$ cat config.mk
export PLATFORM = sky130hd
export DESIGN_NAME = vga_timing_gen
export DESIGN_NICKNAME = d
export VERILOG_FILES = /design/src/rtl/vga_timing_gen.sv
export SDC_FILE = /design/constraint.sdc
export NUM_CORES = 1
export LEC_CHECK = 0
export ABC_AREA = 1
export BUFFER_PORTS_ARGS = -buffer_cell sky130_fd_sc_hd__buf_2
export CORE_MARGIN = 2
export CORE_UTILIZATION = 35
export CTS_BUF_LIST = sky130_fd_sc_hd__clkbuf_16
export DETAILED_ROUTE_END_ITERATION = 10
export GPL_TIMING_DRIVEN = 1
export PLACE_DENSITY = 0.61
export SETUP_SLACK_MARGIN = 0.4
export SLEW_MARGIN = 20
export SYNTH_ARGS = -nofsm -noshare
export SYNTH_HDL_FRONTEND = slang
export SYNTH_SLANG_ARGS = --single-unit
export TNS_END_PERCENT = 10
$ cat constraint.sdc
create_clock -name vga_clk -period 3.3 [get_ports vga_clk]
set_input_delay 0 -clock vga_clk [delete_from_list [all_inputs] [get_ports vga_clk]]
set_output_delay 0 -clock vga_clk [all_outputs]
set_load 0.005 [all_outputs]
$ cat src/rtl/vga_timing_gen.sv
// Raster timing generator: pixel/line counters, registered sync/blank decode,
// a short delay line that realigns sync with pipelined RGB, and frame bookkeeping.
module vga_timing_gen #(
    parameter int H_VISIBLE  = 640,
    parameter int H_FRONT    = 16,
    parameter int H_SYNC     = 96,
    parameter int H_BACK     = 48,
    parameter int V_VISIBLE  = 480,
    parameter int V_FRONT    = 10,
    parameter int V_SYNC     = 2,
    parameter int V_BACK     = 33,
    parameter int PIPE_DELAY = 2
) (
    input  logic        vga_clk,
    input  logic        reset_n,
    input  logic        pix_ce,
    output logic [9:0]  DrawX,
    output logic [9:0]  DrawY,
    output logic        blank,
    output logic        hs,
    output logic        vs,
    output logic        hs_d,
    output logic        vs_d,
    output logic        blank_d,
    output logic        line_start,
    output logic        frame_start,
    output logic [15:0] frame_count
);

    localparam int H_TOTAL = H_VISIBLE + H_FRONT + H_SYNC + H_BACK;
    localparam int V_TOTAL = V_VISIBLE + V_FRONT + V_SYNC + V_BACK;

    localparam logic [9:0] H_LAST   = 10'(H_TOTAL - 1);
    localparam logic [9:0] V_LAST   = 10'(V_TOTAL - 1);
    localparam logic [9:0] H_VIS    = 10'(H_VISIBLE);
    localparam logic [9:0] V_VIS    = 10'(V_VISIBLE);
    localparam logic [9:0] HS_START = 10'(H_VISIBLE + H_FRONT);
    localparam logic [9:0] HS_END   = 10'(H_VISIBLE + H_FRONT + H_SYNC);
    localparam logic [9:0] VS_START = 10'(V_VISIBLE + V_FRONT);
    localparam logic [9:0] VS_END   = 10'(V_VISIBLE + V_FRONT + V_SYNC);

    generate
        if (PIPE_DELAY < 0 || PIPE_DELAY > 7) begin : g_bad_delay
            $error("vga_timing_gen: PIPE_DELAY must be in 0..7");
        end
    endgenerate

    logic [9:0]  x_q, x_d;
    logic [9:0]  y_q, y_d;
    logic [15:0] frame_cnt_q, frame_cnt_d;
    logic        hsync_q, hsync_d;
    logic        vsync_q, vsync_d;
    logic        vis_q, vis_d;
    logic        line_q, line_d;
    logic        frame_q, frame_d;

    // Decode looks at the next counter values so every flag lines up with
    // the DrawX/DrawY registered on the same edge.
    always_comb begin
        x_d         = x_q;
        y_d         = y_q;
        frame_cnt_d = frame_cnt_q;
        hsync_d     = hsync_q;
        vsync_d     = vsync_q;
        vis_d       = vis_q;
        line_d      = line_q;
        frame_d     = frame_q;
        if (pix_ce) begin
            if (x_q == H_LAST) begin
                x_d = '0;
                if (y_q == V_LAST) begin
                    y_d         = '0;
                    frame_cnt_d = frame_cnt_q + 16'd1;
                end else begin
                    y_d = y_q + 10'd1;
                end
            end else begin
                x_d = x_q + 10'd1;
            end
            hsync_d = !((x_d >= HS_START) && (x_d < HS_END));
            vsync_d = !((y_d >= VS_START) && (y_d < VS_END));
            vis_d   = (x_d < H_VIS) && (y_d < V_VIS);
            line_d  = (x_d == 10'd0);
            frame_d = (x_d == 10'd0) && (y_d == 10'd0);
        end
    end

    always_ff @(posedge vga_clk or negedge reset_n) begin
        if (!reset_n) begin
            x_q         <= '0;
            y_q         <= '0;
            frame_cnt_q <= '0;
            hsync_q     <= 1'b1;
            vsync_q     <= 1'b1;
            vis_q       <= 1'b0;
            line_q      <= 1'b0;
            frame_q     <= 1'b0;
        end else begin
            x_q         <= x_d;
            y_q         <= y_d;
            frame_cnt_q <= frame_cnt_d;
            hsync_q     <= hsync_d;
            vsync_q     <= vsync_d;
            vis_q       <= vis_d;
            line_q      <= line_d;
            frame_q     <= frame_d;
        end
    end

    assign DrawX       = x_q;
    assign DrawY       = y_q;
    assign hs          = hsync_q;
    assign vs          = vsync_q;
    assign blank       = vis_q;
    assign line_start  = line_q;
    assign frame_start = frame_q;
    assign frame_count = frame_cnt_q;

    // Each stage carries {hs, vs, blank}; stages reset to idle sync levels
    // so nothing stale leaks out after a reset.
    generate
        if (PIPE_DELAY == 0) begin : g_nodelay
            assign hs_d    = hsync_q;
            assign vs_d    = vsync_q;
            assign blank_d = vis_q;
        end else begin : g_delay
            for (genvar gi = 0; gi < PIPE_DELAY; gi++) begin : g_stage
                logic [2:0] stage_q, stage_d;
                logic [2:0] stage_in;
                if (gi == 0) begin : g_head
                    assign stage_in = {hsync_q, vsync_q, vis_q};
                end else begin : g_link
                    assign stage_in = g_stage[gi-1].stage_q;
                end
                always_comb begin
                    stage_d = stage_q;
                    if (pix_ce) begin
                        stage_d = stage_in;
                    end
                end
                always_ff @(posedge vga_clk or negedge reset_n) begin
                    if (!reset_n) begin
                        stage_q <= 3'b110;
                    end else begin
                        stage_q <= stage_d;
                    end
                end
            end
            assign {hs_d, vs_d, blank_d} = g_stage[PIPE_DELAY-1].stage_q;
        end
    endgenerate

endmodule
# --- Word level (Yosys, flattened, before mapping) ---
# Cells that the tools add are included.
word_totals:
  inputBits: 3
  out_inout_bits: 44
  word_cells: 35
  register_bits: 47
op_classes:
  n_reduce_logical: 9
  add_sub_neg: 3
  order_cmp: 6
  n_eq_ne: 2
  muxes: 5
ops:
  columns: ["op", "n"]
  rows:
  - ["2-to-1 mux 10 bit", 5]
  - ["adder 10 x 1 -> 10 bit (second input constant)", 2]
  - ["== test 10 bit (second input constant)", 2]
  - ["logical NOT 10 bit", 2]
  - ["less-than comparator 10 bit (second input constant)", 2]
  - ["less-than comparator 10 x 9 -> 1 bit (second input constant)", 2]
  - ["adder 16 x 1 -> 16 bit (second input constant)", 1]
  - ["greater-or-equal comparator 10 bit (second input constant)", 1]
  - ["greater-or-equal comparator 10 x 9 -> 1 bit (second input constant)", 1]
  - ["logical AND 1 bit", 4]
  - ["AND reduction 3 bit", 1]
  - ["logical NOT 1 bit", 2]

# --- Logic depth before layout (Yosys ltp) ---
# Gate-level depths: netlist (run 1).
logic_depth:
  word_depth: 7
  mapped_depth: 14
  mapped_depth_nobuf: 14

# --- Least setup slack after synthesis (run 1) ---
# No wires, ideal clock.
synth_path:
  kind: "reg-to-reg"
  from: "reg x_q[0], in the netlist DrawX[0]"
  to: "reg vsync_q, in the netlist vs"
  path_slack_ns: 1.624
  t_required_ns: 3.224
  n_path_buf: 1
  synth_period_minus_slack_ns: 1.676
  path_stages_with_launch: 12
  arrival_time_ns: 1.600
  setup_ns: 0.076
  cell_sequence: "dfrtp_1 > ha_1 > nand2_2 > nor2_8 > nand3_4 > buf_6 > o21ai_2 > nand2_1 > nor2_1 > nand3_1 > nor2_1 > nor2_1"
synth_via:
  elab_chain_cells: 6
  elab_cells_between_ends: 7
  classes_between: "order compare: 2; eq/ne: 1; mux: 2; reduce/logical: 2"
synth_lines:
  columns: ["item", "line", "source"]
  rows:
  - ["from (decl)", "48", "logic [9:0] x_q, x_d;"]
  - ["from (signal assigned)", "90", "x_q <= '0;"]
  - ["from (signal assigned)", "99", "x_q <= x_d;"]
  - ["== test 10 bit (*)", "69", "if (x_q == H_LAST) begin"]
  - ["2-to-1 mux 10 bit (*)", "69", null]
  - ["2-to-1 mux 10 bit (*)", "68", "if (pix_ce) begin"]
  - ["greater-or-equal comparator 10 x 9 -> 1 bit / less-than comparator 10 x 9 -> 1 bit (equally long branches)", "81", "vsync_d = !((y_d >= VS_START) && (y_d < VS_END));"]
  - ["logical AND 1 bit (*)", "81", null]
  - ["logical NOT 1 bit (*)", "81", null]
  - ["to (signal assigned)", "103", "vsync_q <= vsync_d;"]
  - ["to (decl)", "52", "logic vsync_q, vsync_d;"]
# Every way passes the cells marked *; elsewhere a longest branch is shown, timed or not. The select of a mux whose other input is x is not followed.
# A chain may end at the register's enable or synchronous reset.

# --- Worst setup path after layout (run 1) ---
layout_path:
  from: "reg x_q[0], in the netlist DrawX[0]"
  to: "reg frame_cnt_q[13], in the netlist frame_count[13]"
layout_via:
  elab_chain_cells: 2
layout_lines:
  columns: ["item", "line", "source"]
  rows:
  - ["== test 10 bit", "69", null]
  - ["AND reduction 3 bit (no source line)", null, null]
  - ["to (signal assigned)", "101", "frame_cnt_q <= frame_cnt_d;"]
  - ["to (decl)", "50", "logic [15:0] frame_cnt_q, frame_cnt_d;"]
# No other way between the ends.

==> impl_metrics.py, run 1 <==
metrics = {
    "status": {
        "status": "finished, final reports clean",
    },
    "placed_design": {
        "place.gp.congestion": 0.907,
        "portBuffers": 46,
        "dp_hpwl_mm": 5.13,
        "pre_cts_ws_ns": 0.991,
    },
    "final_layout": {
        "fin_nets": 458,
        "syn2layout_area_growth_pct": 16.7,
        "drive_above_1_share_pct": 18.1,
        "fin_util_pct": 41.6,
        "antenna_cells": 0,
    },
    "worst_setup_path": {
        "cp-start-kind": "flip-flop",
        "crit_type": "reg2reg",
        "timing.critical_path.fanout_max": 15,
        "ff2ff_setup_slack_ns": 1.00,
        "arrival_ns": 2.47,
        "r2r-end": "frame_count[13]",
        "cp.required_ns": 3.47,
        "path_cells": "ha_1 > nand2_2 > nor2_8 > nand3_4 > nor2_1 > inv_1 > nor2_1 > inv_1 > nand2_1 > o21ai_1",
        "worst_r2r_path_depth": 10,
        "crit_path_max_incr_delay_ns": 0.47,
        "r2r_start": "DrawX[0]",
        "end_kind": "flip-flop",
        "crit_slowest_cell": "nor2_1",
    },
    "timing": {
        "final.setup.worst_slack_ns": 1.00,
        "fin_crit_ns": 2.30,
        "fmax_mhz": 435,
        "final.setup.tns_ns": 0,
        "max_slew_margin_pct": 59.1,
        "hold_viol_final": 0,
        "skew_ns": 0.00451,
        "setup_viol": 0,
        "slew_viol_final": 0,
        "period_share_pct": 69.6,
        "tightest_slew_ns": 0.610,
        "rsz0062_at_grt": "false",
    },
    "job": {
        "maxCapViolCount": 0,
    },
    "global_routing": {
        "antenna_found_initial": 0,
        "grt_pass1_vias": 2461,
        "grt_pass1_wl_mm": 11.7,
        "grt_max_degree": 48,
        "grt-ovfl-total": 0,
        "grt_usage_pct": 16.7,
    },
    "route": {
        "vias": 2628,
        "post_drt_wl_per_cell_um": 12.3,
        "firstDrtPassIters": 4,
        "ant_nets": 0,
        "via_per_inst": 4.72,
        "routed_wl_mm": 6.84,
        "drt-initial-drc-count": 165,
        "drc": 0,
    },
    "clocking": {
        "cts_buffers": 5,
        "h-tree-depth": 2,
        "clockBufferDepth": 2,
        "cts.sinks": 47,
        "cts_setup_buffers": 0,
        "worstSkewPairLatency_ns": 0.29,
        "clkTransAtPathRegs_ns": 0.06,
        "root_buffer": "clkbuf_16",
        "cts_tree": "done",
        "ctsResizeCount": 0,
        "cts_hold_buffers": 1,
    },
    "synth": {
        "ys_seq_elements": 47,
        "yosys.cell_types.count": 33,
        "avgSynthCellArea_um2": 7.12,
        "ys.flop_type": "dfrtp_1",
        "async_flop_share_pct": 100,
        "synthCells": 405,
        "syn_nets": 412,
        "synth_area_mm2": 0.00288,
        "synth_edf_count": 0,
        "yosysWarnings": 0,
        "yosysSeqAreaShare_pct": 41.0,
    },
    "worst_hold_path": {
        "hp-class": "in2reg",
        "hold_start": "pix_ce",
        "hold_end": "g_delay.g_stage[0].stage_q[2]",
        "hold_depth": 3,
    },
    "power_and_ir_drop": {
        "p_per_area_mw_per_mm2": 506,
        "power_leakage_nw": 1.75,
        "peakVddDrop_mv": 0.307,
    },
    "die": {
        "design.die.area_mm2": 0.00898,
        "die_w_um": 94.8,
        "start_util_pct": 35.6,
        "die_h_um": 94.8,
        "io_pins": 47,
        "coreArea_mm2": 0.00809,
        "rows": 33,
    },
}
[critical path: cells and delay by family, from the launching register on]
kind | cells | cell delay, ns
simple gates | 6 | 1.24
flops | 1 | 0.41
buf+inv | 2 | 0.25
fa+ha+maj | 1 | 0.21
compound gates | 1 | 0.06
[logic make-up after synthesis]
family,share of synthesized area [%]
buf+inv,8.16
xor+xnor,4.86
simple gates,37.6
compound gates,6.59
fa+ha+maj,1.74
flops,41.0
[where the power goes]
group          total [W]  internal [W]  switching (W)
Sequential      0.000766      0.000656       0.000111
Combinational   0.000435      0.000167       0.000267
Clock           0.000502      0.000280       0.000222
[synth_stat cells, drive strengths merged (5+ instances only)]
| master | count | area share [%] |
|---|---|---|
| nand4 | 9 | 2.0 |
| nor2 | 53 | 8.6 |
| clkbuf | 5 | 0.65 |
| inv | 51 | 6.6 |
| o21ai | 30 | 5.3 |
| dfstp | 6 | 5.5 |
| nand2 | 137 | 19 |
| nand3 | 35 | 6.7 |
| xor2 | 13 | 3.9 |
| dfrtp | 41 | 36 |
[through the flow]
step / power [W] / cell area (um^2) / hold slack [ns] / instances
2_1_floorplan: 0.00105 / 2880 / -0.296 / 405
3_3_place_gp: 0.00121 / 3210 / 0.251 / 548
3_5_place_dp: 0.00121 / 3210 / 0.260 / 548
4_1_cts: 0.00173 / 3360 / 0.173 / 557
5_1_grt: 0.00184 / 3370 / 0.224 / 557
6_report: 0.00170 / 3370 / 0.168 / 557
[routing by layer]
| layer | up-vias | track usage (%) | routed length [um] |
|---|---|---|---|
| li1 | 1368 | - | - |
| met1 | 1203 | 22.6 | 3230 |
| met3 | 7 | 2.47 | 263 |
| met2 | 50 | 27.7 | 3260 |
| met5 | - | 0 | 0 |
| met4 | 0 | 4.71 | 86 |
[layout make-up]
type / count / area, um^2
clock inverters: 3 / 20.0
inverters: 51 / 191
clock buffers: 5 / 125
repair buffers: 48 / 250
multi-input cells: 298 / 1470
fillers: 874 / 4730
flip-flops and latches: 47 / 1180
well taps: 105 / 131
[flip-flops by register name (all words and copies together), names as in the netlist]
| register | flops |
|---|---|
| DrawX | 10 |
| DrawY | 10 |
| blank | 1 |
| frame_count | 16 |
| frame_start | 1 |
| g_delay.g_stage.stage_q | 6 |
| hs | 1 |
| line_start | 1 |
| vs | 1 |
[how the worst max path moves through the flow]
stage | endpoint | start
2_1_floorplan | vs | DrawX[0]
3_3_place_gp | frame_count[15] | DrawX[0]
3_5_place_dp | frame_count[15] | DrawX[0]
4_1_cts | frame_count[15] | DrawX[0]
5_1_grt | frame_count[15] | DrawX[0]
6_report | frame_count[13] | DrawX[0]
[cells in the final DEF (no fill, tap or decap), types with 2 or more instances in the layout]
cell         n
nor2_2       4
nand3_1     33
o21ai_1      6
nand4_1      9
a21oi_1      3
xnor2_1      3
buf_2       45
nand2_1    130
inv_2        3
dfstp_2      6
xor2_1      13
nor3_1       3
buf_4        2
inv_1       48
ha_1         4
dfrtp_1     41
o21ai_0     23
nor4_1       3
nor2_4       3
nand2_2      6
nor2_1      45
clkbuf_16    5
No activity file was read; power rests on OpenSTA's default activity.
==> run 2, diff against run 1 <==
--- a/config.mk
+++ b/config.mk
@@ -12,7 +12,7 @@
 export CTS_BUF_LIST = sky130_fd_sc_hd__clkbuf_16
 export DETAILED_ROUTE_END_ITERATION = 10
 export GPL_TIMING_DRIVEN = 1
-export PLACE_DENSITY = 0.61
+export PLACE_DENSITY = 0.63
 export SETUP_SLACK_MARGIN = 0.4
 export SLEW_MARGIN = 20
 export SYNTH_ARGS = -nofsm -noshare
==> constraint.sdc (replaced) <==
create_clock -name vga_clk -period 2 [get_ports vga_clk]
set_input_delay 0 -clock vga_clk [delete_from_list [all_inputs] [get_ports vga_clk]]
set_output_delay 0 -clock vga_clk [all_outputs]
set_load 0.005 [all_outputs]
==> impl_metrics.py, run 2 (synthesized netlist as in run 1, its figures left out) <==
metrics = {
    "worst_hold_path": {
        "hp-class": "in2reg",
    },
    "timing": {
        "skew_ns": 0.00518,
        "fin_crit_ns": 1.75,
        "fmax_mhz": 573,
        "max_slew_margin_pct": 59.8,
        "rsz0062_at_grt": "true",
        "slew_viol_final": 0,
        "tightest_slew_ns": 0.603,
        "hold_viol_final": 0,
        "holdWs_ns": 0.190,
        "final.setup.tns_ns": 0,
        "period_share_pct": 87.3,
        "setup_viol": 0,
    },
    "final_layout": {
        "layout_common_cells": "nand2_1, inv_1, buf_2",
        "largest_reg_flops": 16,
        "fin_nets": 485,
        "syn2layout_area_growth_pct": 29.8,
        "postLayoutCellArea_mm2": 0.00374,
        "drive_above_1_share_pct": 30.3,
        "fin_util_pct": 46.3,
        "final_common_cell": "nand2_1",
        "antenna_cells": 0,
    },
    "clocking": {
        "cts.sinks": 47,
        "clkTransAtPathRegs_ns": 0.07,
        "h-tree-depth": 2,
        "clockBufferDepth": 2,
        "cts_buffers": 5,
        "root_buffer": "clkbuf_16",
        "worstSkewPairLatency_ns": 0.28,
        "cts_tree": "done",
    },
    "placed_design": {
        "place.gp.congestion": 0.928,
        "place_area_mm2": 0.00325,
        "dp_hpwl_mm": 5.19,
        "portBuffers": 46,
    },
    "worst_setup_path": {
        "startpoint": "DrawX[0]",
        "r2r_start": "DrawX[0]",
        "end_kind": "flip-flop",
        "r2r-end": "line_start",
        "crit_type": "reg2reg",
        "worst_r2r_path_depth": 10,
        "endpoint": "line_start",
        "cp.required_ns": 2.18,
        "cp-start-kind": "flip-flop",
        "ff2ff_setup_slack_ns": 0.25,
        "timing.critical_path.fanout_max": 3,
        "arrival_ns": 1.93,
    },
    "die": {
        "die_w_um": 94.8,
        "design.die.area_mm2": 0.00898,
        "io_pins": 47,
        "start_util_pct": 35.6,
        "rows": 33,
        "die_h_um": 94.8,
        "coreArea_mm2": 0.00809,
    },
    "power_and_ir_drop": {
        "peakVddDrop_mv": 0.518,
        "p_per_area_mw_per_mm2": 843,
        "power_leakage_nw": 1.91,
    },
    "global_routing": {
        "antenna_found_initial": 0,
        "grt_pass1_vias": 2632,
        "grt_usage_pct": 17.4,
        "grt_pass1_wl_mm": 12.4,
        "grt_max_degree": 48,
        "grt-ovfl-total": 0,
    },
    "job": {
        "maxCapViolCount": 0,
    },
    "route": {
        "routed_wl_mm": 7.43,
        "firstDrtPassIters": 4,
        "via_per_inst": 4.83,
        "post_drt_wl_per_cell_um": 12.7,
        "vias": 2821,
        "drt-initial-drc-count": 108,
        "drc": 0,
        "ant_nets": 0,
    },
    "status": {
        "status": "finished, final reports clean",
    },
}
## run 2: cell count changes in the layout (fill, tap and decap cells not counted), moves of 4 or more
cell     previous run  this run
buf_4               2        27
dfrtp_1            41        36
nand3_2             1         7
nand2_1           130       122
nor2_4              3         7
nand3_1            33        27
nand2_2             6        12
nor2_2              4        12
nor2_1             45        33
dfrtp_2             0         5
## run 2: layer usage
metal | global-route usage (%) | routed length (um) | vias to the layer above
li1 | - | - | 1423
met2 | 28.9 | 3580 | 51
met5 | 0 | 0 | -
met1 | 23.1 | 3470 | 1335
met4 | 5.07 | 131 | 0
met3 | 3.03 | 244 | 12
## run 2: timing repair
item                                   4_1_cts  5_1_grt
setup endpoints to repair                   31       33
hold buffers                                 1        0
setup buffers                               14        9
endpoints found under the hold margin       41        0
pin swaps                                   11       21
resized for setup                           12       31
## run 2: critical path: stages (launching register included)
cell	delay (ns)
dfrtp_1	0.40
buf_4	0.14
nand4_1	0.17
buf_4	0.20
o21ai_0	0.19
nand3_2	0.13
nand2_1	0.10
nor2_1	0.05
nand2_1	0.10
buf_4	0.12
nand2_1	0.04
## run 2: final cells by class
| cell class | instances | area, um^2 |
|---|---|---|
| repair buffers | 75 | 454 |
| clock buffers | 5 | 125 |
| flip-flops and latches | 47 | 1190 |
| inverters | 51 | 196 |
| clock inverters | 3 | 47.5 |
| well taps | 105 | 131 |
| multi-input cells | 298 | 1600 |
| fillers | 848 | 4350 |
## run 2: worst min path at each step
stage	from	cells past startpoint	end	slack (ns)
2_1_floorplan	reset_n	0	DrawX[0]	-0.30
3_3_place_gp	reset_n	2	DrawX[7]	0.14
6_report	pix_ce	4	g_delay.g_stage[1].stage_q[1]	0.19
4_1_cts	pix_ce	4	g_delay.g_stage[1].stage_q[1]	0.18
3_5_place_dp	reset_n	2	DrawX[8]	0.14
5_1_grt	pix_ce	4	g_delay.g_stage[1].stage_q[1]	0.21
## run 2: metrics by stage
stage / power [W] / worst slack [ns] / cells
after detailed placement: 0.00202 / 0.151 / 552
after CTS: 0.00311 / 0.254 / 575
after global routing: 0.00339 / 0.105 / 584
final: 0.00316 / 0.255 / 584
after floorplan: 0.00174 / 0.366 / 405
after global placement: 0.00202 / 0.173 / 552
## run 2: power breakdown
| part | internal, W | switching, W |
|---|---|---|
| Sequential | 0.00109 | 0.000181 |
| Combinational | 0.000382 | 0.000533 |
| Clock | 0.000597 | 0.000379 |
| Total | 0.00207 | 0.00109 |
